`config.mk`:
```
export PLATFORM = sky130hd
export DESIGN_NAME = rc_pulse_capture_multi
export DESIGN_NICKNAME = d
export VERILOG_FILES = /design/src/rtl/rc_pulse_capture_multi.sv
export SDC_FILE = /design/constraint.sdc
export NUM_CORES = 1
export LEC_CHECK = 0
export CAP_MARGIN = 25
export CORE_MARGIN = 3
export CORE_UTILIZATION = 35
export CTS_CLUSTER_DIAMETER = 100
export DETAILED_ROUTE_END_ITERATION = 8
export GPL_TIMING_DRIVEN = 0
export SETUP_SLACK_MARGIN = 0.3
export SLEW_MARGIN = 0
export SYNTH_ARGS = -nofsm -noshare
export SYNTH_HDL_FRONTEND = slang
export SYNTH_SLANG_ARGS = --single-unit
```
`constraint.sdc`:
```
create_clock -name i_clk -period 3.6 [get_ports i_clk]
set_input_delay 0.72 -clock i_clk [delete_from_list [all_inputs] [get_ports i_clk]]
set_output_delay 0.72 -clock i_clk [all_outputs]
set_load 0.02 [all_outputs]
```
`src/rtl/rc_pulse_capture_multi.sv`:
```
// Multi-channel RC pulse-width capture.
// Each channel synchronizes its input, samples it on a shared prescaled tick,
// measures the high time between low periods and flags lost (long low) and
// stuck-high signals. All results are registered; o_valid is a one-cycle strobe.
module rc_pulse_capture_multi #(
    parameter int NUM_CH   = 4,
    parameter int CNT_W    = 16,
    parameter int CLK_DIV  = 50,
    parameter int MIN_HIGH = 500,
    parameter int MAX_HIGH = 4000,
    parameter int MAX_LOW  = 40000
) (
    input  logic                    i_clk,
    input  logic                    i_rst,
    input  logic [NUM_CH-1:0]       i_signal,
    output logic [NUM_CH*CNT_W-1:0] o_pulseWidth,
    output logic [NUM_CH-1:0]       o_valid,
    output logic [NUM_CH-1:0]       o_timeout,
    output logic [NUM_CH-1:0]       o_stuckHigh
);

    localparam int               PW         = (CLK_DIV > 1) ? $clog2(CLK_DIV) : 1;
    localparam logic [PW-1:0]    DIV_LAST   = PW'(CLK_DIV - 1);
    localparam logic [CNT_W-1:0] MIN_HIGH_C = CNT_W'(MIN_HIGH);
    localparam logic [CNT_W-1:0] MAX_HIGH_C = CNT_W'(MAX_HIGH);
    localparam logic [CNT_W-1:0] MAX_LOW_C  = CNT_W'(MAX_LOW);
    localparam logic [CNT_W-1:0] CNT_ONE    = {{(CNT_W-1){1'b0}}, 1'b1};

    typedef enum logic [1:0] {
        ST_IDLE = 2'd0,
        ST_LOW  = 2'd1,
        ST_HIGH = 2'd2
    } state_t;

    logic [PW-1:0]     presc_q, presc_d;
    logic              tick_s;
    logic [NUM_CH-1:0] sync1_q, sync1_d;
    logic [NUM_CH-1:0] sync2_q, sync2_d;

    state_t            state_q    [NUM_CH];
    state_t            state_d    [NUM_CH];
    logic [CNT_W-1:0]  low_cnt_q  [NUM_CH];
    logic [CNT_W-1:0]  low_cnt_d  [NUM_CH];
    logic [CNT_W-1:0]  high_cnt_q [NUM_CH];
    logic [CNT_W-1:0]  high_cnt_d [NUM_CH];
    logic [CNT_W-1:0]  width_q    [NUM_CH];
    logic [CNT_W-1:0]  width_d    [NUM_CH];
    logic [NUM_CH-1:0] valid_q, valid_d;
    logic [NUM_CH-1:0] timeout_q, timeout_d;
    logic [NUM_CH-1:0] stuck_q, stuck_d;

    // Saturating increment: a counter parked at all-ones stays there.
    function automatic logic [CNT_W-1:0] sat_inc(input logic [CNT_W-1:0] c);
        if (c == {CNT_W{1'b1}}) begin
            return c;
        end else begin
            return c + CNT_ONE;
        end
    endfunction

    // Shared prescaler tick and the two-stage input synchronizer.
    always_comb begin
        tick_s  = (presc_q == DIV_LAST);
        presc_d = tick_s ? {PW{1'b0}} : presc_q + PW'(1);
        sync1_d = i_signal;
        sync2_d = sync1_q;
    end

    // Per-channel IDLE/LOW/HIGH next-state, counters and result computation.
    always_comb begin
        for (int i = 0; i < NUM_CH; i++) begin
            state_d[i]    = state_q[i];
            low_cnt_d[i]  = low_cnt_q[i];
            high_cnt_d[i] = high_cnt_q[i];
            width_d[i]    = width_q[i];
            valid_d[i]    = 1'b0;
            timeout_d[i]  = timeout_q[i];
            stuck_d[i]    = stuck_q[i];
            if (tick_s) begin
                case (state_q[i])
                    ST_IDLE: begin
                        // Wait for a low sample so a partial first pulse is never measured.
                        if (!sync2_q[i]) begin
                            state_d[i]   = ST_LOW;
                            low_cnt_d[i] = CNT_ONE;
                        end else begin
                            state_d[i] = ST_IDLE;
                        end
                    end
                    ST_LOW: begin
                        if (!sync2_q[i]) begin
                            low_cnt_d[i] = sat_inc(low_cnt_q[i]);
                            if (low_cnt_d[i] > MAX_LOW_C) begin
                                width_d[i]   = {CNT_W{1'b0}};
                                timeout_d[i] = 1'b1;
                            end else begin
                                width_d[i] = width_q[i];
                            end
                        end else begin
                            state_d[i]    = ST_HIGH;
                            high_cnt_d[i] = CNT_ONE;
                            low_cnt_d[i]  = {CNT_W{1'b0}};
                        end
                    end
                    ST_HIGH: begin
                        if (sync2_q[i]) begin
                            high_cnt_d[i] = sat_inc(high_cnt_q[i]);
                            if (high_cnt_d[i] > MAX_HIGH_C) begin
                                width_d[i] = {CNT_W{1'b1}};
                                stuck_d[i] = 1'b1;
                            end else begin
                                width_d[i] = width_q[i];
                            end
                        end else begin
                            // Falling edge: classify the completed high period.
                            state_d[i]    = ST_LOW;
                            low_cnt_d[i]  = CNT_ONE;
                            high_cnt_d[i] = {CNT_W{1'b0}};
                            if (high_cnt_q[i] > MAX_HIGH_C) begin
                                stuck_d[i] = 1'b0;
                            end else if (high_cnt_q[i] >= MIN_HIGH_C) begin
                                width_d[i]   = high_cnt_q[i];
                                valid_d[i]   = 1'b1;
                                timeout_d[i] = 1'b0;
                                stuck_d[i]   = 1'b0;
                            end else begin
                                width_d[i] = width_q[i];
                            end
                        end
                    end
                    default: begin
                        state_d[i]    = ST_IDLE;
                        low_cnt_d[i]  = {CNT_W{1'b0}};
                        high_cnt_d[i] = {CNT_W{1'b0}};
                    end
                endcase
            end else begin
                state_d[i] = state_q[i];
            end
        end
    end

    // State registers with synchronous reset taking priority over any tick.
    always_ff @(posedge i_clk) begin
        if (i_rst) begin
            presc_q   <= {PW{1'b0}};
            sync1_q   <= {NUM_CH{1'b0}};
            sync2_q   <= {NUM_CH{1'b0}};
            valid_q   <= {NUM_CH{1'b0}};
            timeout_q <= {NUM_CH{1'b0}};
            stuck_q   <= {NUM_CH{1'b0}};
            for (int i = 0; i < NUM_CH; i++) begin
                state_q[i]    <= ST_IDLE;
                low_cnt_q[i]  <= {CNT_W{1'b0}};
                high_cnt_q[i] <= {CNT_W{1'b0}};
                width_q[i]    <= {CNT_W{1'b0}};
            end
        end else begin
            presc_q   <= presc_d;
            sync1_q   <= sync1_d;
            sync2_q   <= sync2_d;
            valid_q   <= valid_d;
            timeout_q <= timeout_d;
            stuck_q   <= stuck_d;
            for (int i = 0; i < NUM_CH; i++) begin
                state_q[i]    <= state_d[i];
                low_cnt_q[i]  <= low_cnt_d[i];
                high_cnt_q[i] <= high_cnt_d[i];
                width_q[i]    <= width_d[i];
            end
        end
    end

    // Drive the registered results onto the flat output ports.
    always_comb begin
        o_pulseWidth = {(NUM_CH*CNT_W){1'b0}};
        for (int i = 0; i < NUM_CH; i++) begin
            o_pulseWidth[i*CNT_W +: CNT_W] = width_q[i];
        end
        o_valid     = valid_q;
        o_timeout   = timeout_q;
        o_stuckHigh = stuck_q;
    end

endmodule

```
# After elaboration in Yosys (flattened, before gate mapping)
# Memory sizes are Yosys's and may differ from the RTL's.
# Cells that the tools add are included.
# W data, S select, Z words.
# word_totals
regBits	26
ram_bits	200
input_bits	6
out_inout_bits	76
word_cells	310
mem_count	4
# mem_list
memory	depth	word_bits	rd	rd_clocked_by_memory_dff	write_ports	line	rtl
high_cnt_q	4	16	4	0	4	44	logic [CNT_W-1:0] high_cnt_q [NUM_CH];
low_cnt_q	4	16	4	0	4	42	logic [CNT_W-1:0] low_cnt_q [NUM_CH];
width_q	4	16	4	0	4	46	logic [CNT_W-1:0] width_q [NUM_CH];
state_q	4	2	4	0	4	40	state_t state_q [NUM_CH];
# op_classes
add_sub_neg	9
order_cmp	16
eq_ne	41
n_mux	175
bitwise	21
n_reduce_logical	29
# ops
operator	n
$mux W16	96
$pmux W16 S2	8
$pmux W16 S3	4
$add A16 B1 Y16 const B	8
$eq A16 B16 Y1 const B	8
$gt A16 B12 Y1 const B	8
$ge A16 B9 Y1 const B	4
$gt A16 B16 Y1 const B	4
$mux W1	43
$ne A2 B2 Y1 const B	20
$mux W2	16
$reduce_and A7 Y1	4
$pmux W2 S3	4
$reduce_or A5 Y1	4
$or A1 B1 Y1	16
$reduce_and A4 Y1	4
$reduce_bool A3 Y1	4
$reduce_or A2 Y1	5
$eq A2 B1 Y1 const B	4
$eq A2 B2 Y1 const B	4
$logic_not A2 Y1	4
$ne A2 B1 Y1 const B	4
$pmux W1 S2	4
$reduce_bool A2 Y1	4
other kinds (3)	7

# Longest topological paths before layout
# Gate-level depths: netlist of run 1.
# An unclocked memory read counts as a cell.
# depth
ltp_word	12
mapped_depth	13
depth_no_buf	11

# Worst setup path after synthesis of run 1
# OpenSTA, ideal clock, no wires.
# synth_timing
path_type	reg-to-reg
startpoint	memory high_cnt_q[0][1]
endpoint	memory width_q[0][3]
setup_time_ns	0.128
arrival_time_ns	3.254
required_time_ns	3.472
setup_slack_ns	0.218
path_stages_with_launch	14
n_path_buf	2
period_less_slack_ns	3.382
cell_sequence	dfxtp_1 -> clkbuf_1 -> inv_1 -> ha_1 -> or4b_1 -> a21oi_1 -> nor3_1 -> or4b_1 -> and3b_1 -> a2111o_1 -> a311oi_4 -> buf_8 -> mux2i_1 -> nor2_1
# synth_lines
element	line
start: declaration	44
end: declaration	46

==> impl_results.md, run 1 <==
* Status: completed
* Crit path DAT at 3820 ps
* Final #Nets at 2023
* Post-Route WL at about 47000 microns
* Crit path required time at 4010 ps
* Root buffer cell: clkbuf_16
* # diodes at 0
* Post-synth EDFFs at 0
* Area Overhead vs Synth at 25.68%
* Vias in the first global route at ~13000
* Max Root-Sink Buffers at 3
* TNS Setup at 0 ps
* Die area at ~0.042 sq mm
* Worst slew pin tran at 1098 ps
* Period minus WS final at about 3400 ps
* Cell Chain, Critical Path: clkbuf_1, nand4_1, or3_1, a21boi_1, a211o_1, a21oi_1, o311a_1, a311oi_4, buf_4, buf_8, mux2i_1, nor2_1
* Gr usage total at 21.55%
* I/O pins at 82
* Switch Pwr at 1.242 mW
* Slowest cell on crit path: a311oi_4
* Share of post-route cells with drive strength above 1 at between 10 and 15%
* Post-synthesis sequential area ratio at 32.94%
* GPL Wtd Cong at 0.9330
* Fmax at just under 300 MHz
* Initial antenna violation count at 0
* Worst Setup Path Type: flop to flop
* Total gr overflow at 0
* Syn_nets at 1856
* CTS Buf Count at 28
* Mean post-synth cell area at 7.546 sq um
* Int Pwr at around 4.3 mW
* Part of the power in registers at 44.9%
* Cells after DPL at ~2400
* First-pass GRT wire length at 73600 microns
* Cells after Synth at between 1500 and 2000
* Via Count at 14880
* Top cell type's share of synthesized area at 32.94%
* Final HPWL DP at 32620 microns
* Port bufs at 81
* CTS Sinks at 226
* Sw frac at 22.23%
* Most frequent cell after synthesis: dfxtp_1
* Die Width at 204.1 microns
* Rows at 71
* Pwr Density at 323.8 mW/mm^2
* RSZ-0062 raised after global routing: true
* Top_reg_cell synth: dfxtp_1
* Remaining DRCs at 0
* Hold Violations, Final at 0
* Netlist cell types at 86
* Hold_buf cts at 0
* TritonCTS clock tree: yes
* Endpoints failing setup at 0
* Max-cap viol count at 0
* Core area at 0.03820 sq mm
* Largest net degree at the start of global routing at 14
* #FFs+latches synth at 226
* Starting Density at a little over a third
* Clock power frac at approximately 53%
* Htree depth at 1
* Synth area leader: dfxtp_1
* Clock skew at 25.19 ps
* First DRT Iteration DRCs at approximately 1300
* Kind of start point of the critical path: flop
* Die height at 204.1 microns
* Yosys warns at 0
* Relative slew slack at 26.82%
* Final antenna-violating net count at 0
* Slowest stage delay, CP at around 460 ps
* Worst-path clk slew at ~60 ps
* LEAKAGE at 5.351 nW
* Comb power frac at 2.2%
* TritonRoute pass-1 iters at 7
* Synth top area cells: dfxtp_1 33%, a21oi_1 5.9%, nor2_1 4.9%
* Worst Hold Class: flop to flop
* Wire per inst at ~19 microns
* Worst skew pair latency at 570 ps
* DR vias/cell at 5.907
* Largest fanout on the critical path at 10
* Element type at the critical path end: flop
* Asr flop ratio synth at 0%
* Layout Cells excl Fill at 2518
* Post-synthesis cell area at 0.01373 sq mm
* Max VDD drop at 313.9 uV
* Post-synth top cells: 226 x dfxtp_1, 180 x nor2_1, 162 x a21oi_1
* Final Util at 45.19%
* Final Slew Violations at 0
* Final Cycle Share at between 90 and 100%
stage by stage:
| step | hold slack [ps] | worst slack (ps) | area, sq um | power (mW) |
|---|---|---|---|---|
| after detailed placement | 426.6 | -662.1 | 15190 | 2.688 |
| after CTS | 440.2 | 102.8 | 16620 | 5.659 |
| after global routing | 460.4 | -9.243 | 17260 | 5.750 |
| final | 433.4 | 188.5 | 17260 | 5.589 |
| after floorplan | 413.8 | 331.4 | 13730 | 2.623 |
| after global placement | 428.8 | -658.2 | 15180 | 2.687 |
timing repair:
action | CTS | global route
resized for setup | 72 | 114
setup buffers | 18 | 35
pin swaps | 13 | 27
endpoints found under the setup margin | 112 | 83
gates cloned | 1 | 1
kinds of logic (layout without fill, tap and decap cells):
family / Yosys count / after routing / synth area share, %
mux: 41 / 41 / 3.015
simple gates: 733 / 733 / 26.90
fa+ha+maj: 30 / 30 / 2.733
buf+inv: 194 / 381 / 5.657
flops: 226 / 226 / 32.94
compound gates: 567 / 567 / 26.90
xor+xnor: 29 / 29 / 1.849
cells in the final DEF, fill, tap and decap left out, types with 16 or more instances in the layout:
master / netlist / final
o21ai_1: 29 / 29
nand2_1: 146 / 144
nor2_1: 180 / 177
o211ai_1: 28 / 28
inv_1: 46 / 44
a211oi_1: 26 / 20
ha_1: 30 / 23
buf_4: 1 / 50
clkdlybuf4s50_1: 0 / 81
o21a_1: 16 / 16
and3_1: 25 / 24
clkbuf_2: 0 / 25
clkbuf_1: 122 / 96
nor3_1: 101 / 95
dfxtp_1: 226 / 210
o21ai_0: 99 / 98
nand4_1: 37 / 37
nand2b_1: 21 / 19
a21oi_1: 162 / 158
mux2i_1: 38 / 37
nand3_1: 78 / 68
a31oi_1: 40 / 40
o2111ai_1: 18 / 16
or3_1: 22 / 19
xnor2_1: 18 / 18
clkbuf_16: 0 / 29
a311oi_1: 37 / 36
power by group through the flow:
stage	logic [mW]	registers, mW	clock network [mW]
3_3_place_gp	0.119	2.57	0
5_1_grt	0.128	2.51	3.11
3_5_place_dp	0.120	2.57	0
6_report	0.121	2.51	2.96
2_1_floorplan	0.0570	2.57	0
4_1_cts	0.122	2.51	3.03
per-layer routing:
| metal | global-route usage [%] | part of all wire (%) |
|---|---|---|
| met2 | 34.96 | 46 |
| met5 | 0 | 0 |
| met3 | 2.676 | 5.4 |
| met1 | 30.47 | 46 |
| met4 | 5.333 | 2.2 |
worst max-delay path, delay by kind of cell (launching register included):
kind | cells | cell delay (ps)
AO/OA/AOI/OAI | 5 | 1190
buffers and inverters | 3 | 690
flip-flops | 1 | 340
AND/OR/NAND/NOR | 3 | 830
multiplexers | 1 | 180
state kept, by name (all words and copies together), names as in the netlist:
name and flops:
high_cnt_q 64, width_q 64, presc_q 6, sync2_q 4
state_q 8, o_valid 4, o_timeout 4, sync1_q 4
o_stuckHigh 4, low_cnt_q 64
layout make-up:
| type | instances | area, sq um |
|---|---|---|
| Buffer | 146 | 676.9 |
| Clock buffer | 39 | 833.3 |
| Clock inverter | 11 | 141.4 |
| Fill cell | 3887 | 20940 |
| Inverter | 48 | 182.7 |
| Multi-Input combinational cell | 1400 | 8959 |
| Sequential cell | 226 | 4552 |
| Tap cell | 511 | 639.4 |
| Timing Repair Buffer | 137 | 1277 |
final timing paths:
check	start	to	slack, ps	cells past startpoint
max	high_cnt_q[0][3]	width_q[0][3]	190	12
min	sync1_q[2]	sync2_q[2]	430	1
max reg2reg	high_cnt_q[0][3]	width_q[0][3]	190	12
min reg2reg	sync1_q[2]	sync2_q[2]	430	1
No activity file was read; power rests on OpenSTA's default activity.
==> inputs of run 2 (changes only) <==
--- a/config.mk
+++ b/config.mk
@@ -5,7 +5,9 @@
 export SDC_FILE = /design/constraint.sdc
 export NUM_CORES = 1
 export LEC_CHECK = 0
+export ABC_AREA = 1
 export CAP_MARGIN = 25
+export CORE_ASPECT_RATIO = 1.1
 export CORE_MARGIN = 3
 export CORE_UTILIZATION = 35
 export CTS_CLUSTER_DIAMETER = 100
==> run 2 against run 1 <==
Design area is 4.7% lower; fmax up 15%; flip-flop and latch count unchanged; synthesized cell count increased by 26%; count of clock-buffer cells in the layout decreased by 2; global-route usage is 2.9 points lower; die area increased by 2.3%; core utilization down 3.4 points; area after synthesis up 2.4%; hold slack got worse by 25 ps.
==> impl_results.md, run 2 <==
* Port bufs at 80
* I/O pins at about 80
* Synth top area cells: dfxtp_1 32%, nand2_1 19%, nor2_1 8.6%
* Largest fanout on the critical path at 10
* PostCTS Resize Cnt at 0
* Layout Cells excl Fill at 2923
* Worst Hold Class: flop to flop
* Final #Nets at 2431
* Die Width at 197.1 microns
* Fmax at 336.5 MHz
* Relative slew slack at 46.35%
* #FFs+latches synth at 226
* Comb power frac at around 1.9%
* Netlist cell types at 44
* Asr flop ratio synth at 0%
* Cell Chain, Critical Path: ha_1, nand2_1, nor2_2, nand2_1, nor2_2, buf_4, xor2_2, nand3_1, nor2_1, nand3_1, nand2_1, nand2_2, nand2_1, nand2_1, nor2_1
* DR vias/cell at about 5.0
* Postcts setup bufs at 0
* CP top delay family: simple AND/OR/NAND/NOR gates
* GPL Wtd Cong at between 0.9 and 1
* Top_reg_cell synth: dfxtp_1
* Final Util at 41.81%
* Share of post-route cells with drive strength above 1 at 6.912%
* Worst Setup Path Type: flop to flop
* Sw frac at 21.88%
* Hold Violations, Final at 0
* Fillers at 4251
* Period minus WS final at 2972 ps
* Rows at 76
* TNS Setup at 0 ps
* TritonRoute pass-1 iters at 5
* Top cell type's share of synthesized area at 32.17%
* Area Overhead vs Synth at 17.04%
* Post-synth top cells: 701 x nand2_1, 323 x nor2_1, 226 x dfxtp_1
* Max VDD drop at 307.5 uV
* Max Root-Sink Buffers at 3
* Htree depth at 1
* TritonCTS clock tree: yes
* Part of the power in registers at between 40% and 50%
* Vias in the first global route at 13880
* Kind of start point of the critical path: flop
* Total gr overflow at 0
* Syn_nets at 2321
* Remaining DRCs at 0
* Post-Route WL at 40410 microns
* Clock skew at 13.31 ps
* Metal-1 WL at about 19000 microns
* Post-synthesis cell area at around 0.014 sq mm
* Routed wl met2 at approximately 19000 microns
* DR top layer: met4
* Endpoints failing setup at 0
* Register area at 0.004524 sq mm
* Top flop regs: high_cnt_q x64, low_cnt_q x64, width_q x64
* Clock power frac at 52.9%
* Crit path DAT at 3460 ps
* Worst slew pin tran at between 800 and 900 ps
* CTS Sinks at between 200 and 250
* Int Pwr at 4.341 mW
* Multi-input logic area at 0.008335 sq mm
* CP most frequent cell: nand2_1
* Commonest non-fill, non-tap cell in the layout: nand2_1
* Die height at 216.2 microns
* Initial antenna violation count at 1
* Synth area leader: dfxtp_1
* LEAKAGE at 6.249 nW
* Met3 routed WL at ~1700 microns
* Wire per inst at 13.83 microns
* # diodes at 0
* Final Cycle Share at slightly above 80%
* Starting Density at 35.72%
* Yosys warns at 0
* Switch Pwr at approximately 1.2 mW
* Cells after Synth at 2285
* Core area at 0.03937 sq mm
* Status: completed
* Final antenna-violating net count at 0
* Pwr Density at between 300 and 400 mW/mm^2
* Post-synth EDFFs at 0
* Worst-path clk slew at 50 ps
* Gr usage total at 18.63%
* Cells after DPL at between 2000 and 3000
* CTS Buf Count at 28
* Via Count at between 10000 and 15000
* Hold_buf cts at 0
* Crit path required time at ~4000 ps
* Post-synthesis sequential area ratio at 32.17%
* Mean post-synth cell area at 6.154 sq um
* Root buffer cell: clkbuf_16
* Most frequent cells in the layout: 701 x nand2_1, 323 x nor2_1, 226 x dfxtp_1
* Slowest cell on crit path: dfxtp_1
* Die area at 0.04262 sq mm
* First-pass GRT wire length at 67200 microns
* Max-cap viol count at 0
* Slowest stage delay, CP at 520 ps
* Most frequent cell after synthesis: nand2_1
* Final HPWL DP at 30520 microns
* First DRT Iteration DRCs at ~700
* Worst skew pair latency at 560 ps
* Element type at the critical path end: flop
* CP bufs+invs at 1
* RSZ-0062 raised after global routing: false
* Largest net degree at the start of global routing at 14
* Final Slew Violations at 0
[run 2: cell types whose count changed after synthesis, moves of 27 or more]
cell / delta
o211ai_1: -28
a31oi_1: -29
xor2_1: +27
nand2_1: +555
nor3_1: -67
nand3_1: +71
inv_1: +161
a311oi_1: -37
nand4_1: +37
clkbuf_1: -81
mux2i_1: -38
nor2_2: +27
nor2_1: +143
a21oi_1: +27
[run 2: metrics by stage]
step                area [sq um]  total power [mW]  hold WS [ps]  worst slack (ps)
global route               16460             5.758         418.3             323.1
CTS                        16460             5.651         409.2             598.7
detailed placement         15500             2.677         397.3             607.2
floorplan                  14060             2.627         388.3              1218
global placement           15500             2.677         392.0             634.0
finish                     16460             5.558         408.1             628.2
[run 2: logic make-up after synthesis]
family | after synthesis | share of synthesized area [%]
simple gates | 1366 | 41.68
compound gates | 327 | 12.20
buf+inv | 293 | 8.551
flops | 226 | 32.17
xor+xnor | 43 | 2.732
fa+ha+maj | 30 | 2.669
[run 2: path summary, 6_finish.rpt]
path	from	to	slack [ps]	cells after the start
worst max-delay path	low_cnt_q[2][0]	width_q[2][14]	630	15
worst min-delay path	sync1_q[1]	sync2_q[1]	410	2
worst max register to register	low_cnt_q[2][0]	width_q[2][14]	630	15
worst min register to register	sync1_q[1]	sync2_q[1]	410	2
[run 2: layout make-up]
type,instances,share of cell area [%]
Tap cell,507,3.854
Timing Repair Buffer,80,4.865
Clock inverter,14,1.064
Inverter,219,5.017
Clock buffer,37,4.774
Sequential cell,226,27.49
Buffer,74,2.288
Multi-Input combinational cell,1766,50.65
[run 2: layer usage]
| metal | up-vias | GRT usage [%] |
|---|---|---|
| li1 | 7587 | - |
| met1 | 6659 | 23.46 |
| met2 | 285 | 32.54 |
| met3 | 75 | 2.534 |
| met4 | 0 | 6.654 |
| met5 | - | 0 |
[run 2: power groups by stage]
| stage | combinational, mW | sequential, mW | clock, mW |
|---|---|---|---|
| final | 0.106 | 2.51 | 2.94 |
| after global routing | 0.118 | 2.51 | 3.13 |
| after CTS | 0.109 | 2.51 | 3.03 |
| after detailed placement | 0.109 | 2.57 | 0 |
| after global placement | 0.108 | 2.57 | 0 |
| after floorplan | 0.0601 | 2.57 | 0 |
[run 2: worst reg2reg max path: stages, from the launching register on]
cell and delay (ps):
dfxtp_1 520, ha_1 360, nand2_1 110, nor2_2 230, nand2_1 130, nor2_2 150
buf_4 190, xor2_2 170, nand3_1 100, nor2_1 110, nand3_1 120, nand2_1 110
nand2_2 90, nand2_1 90, nand2_1 240, nor2_1 180
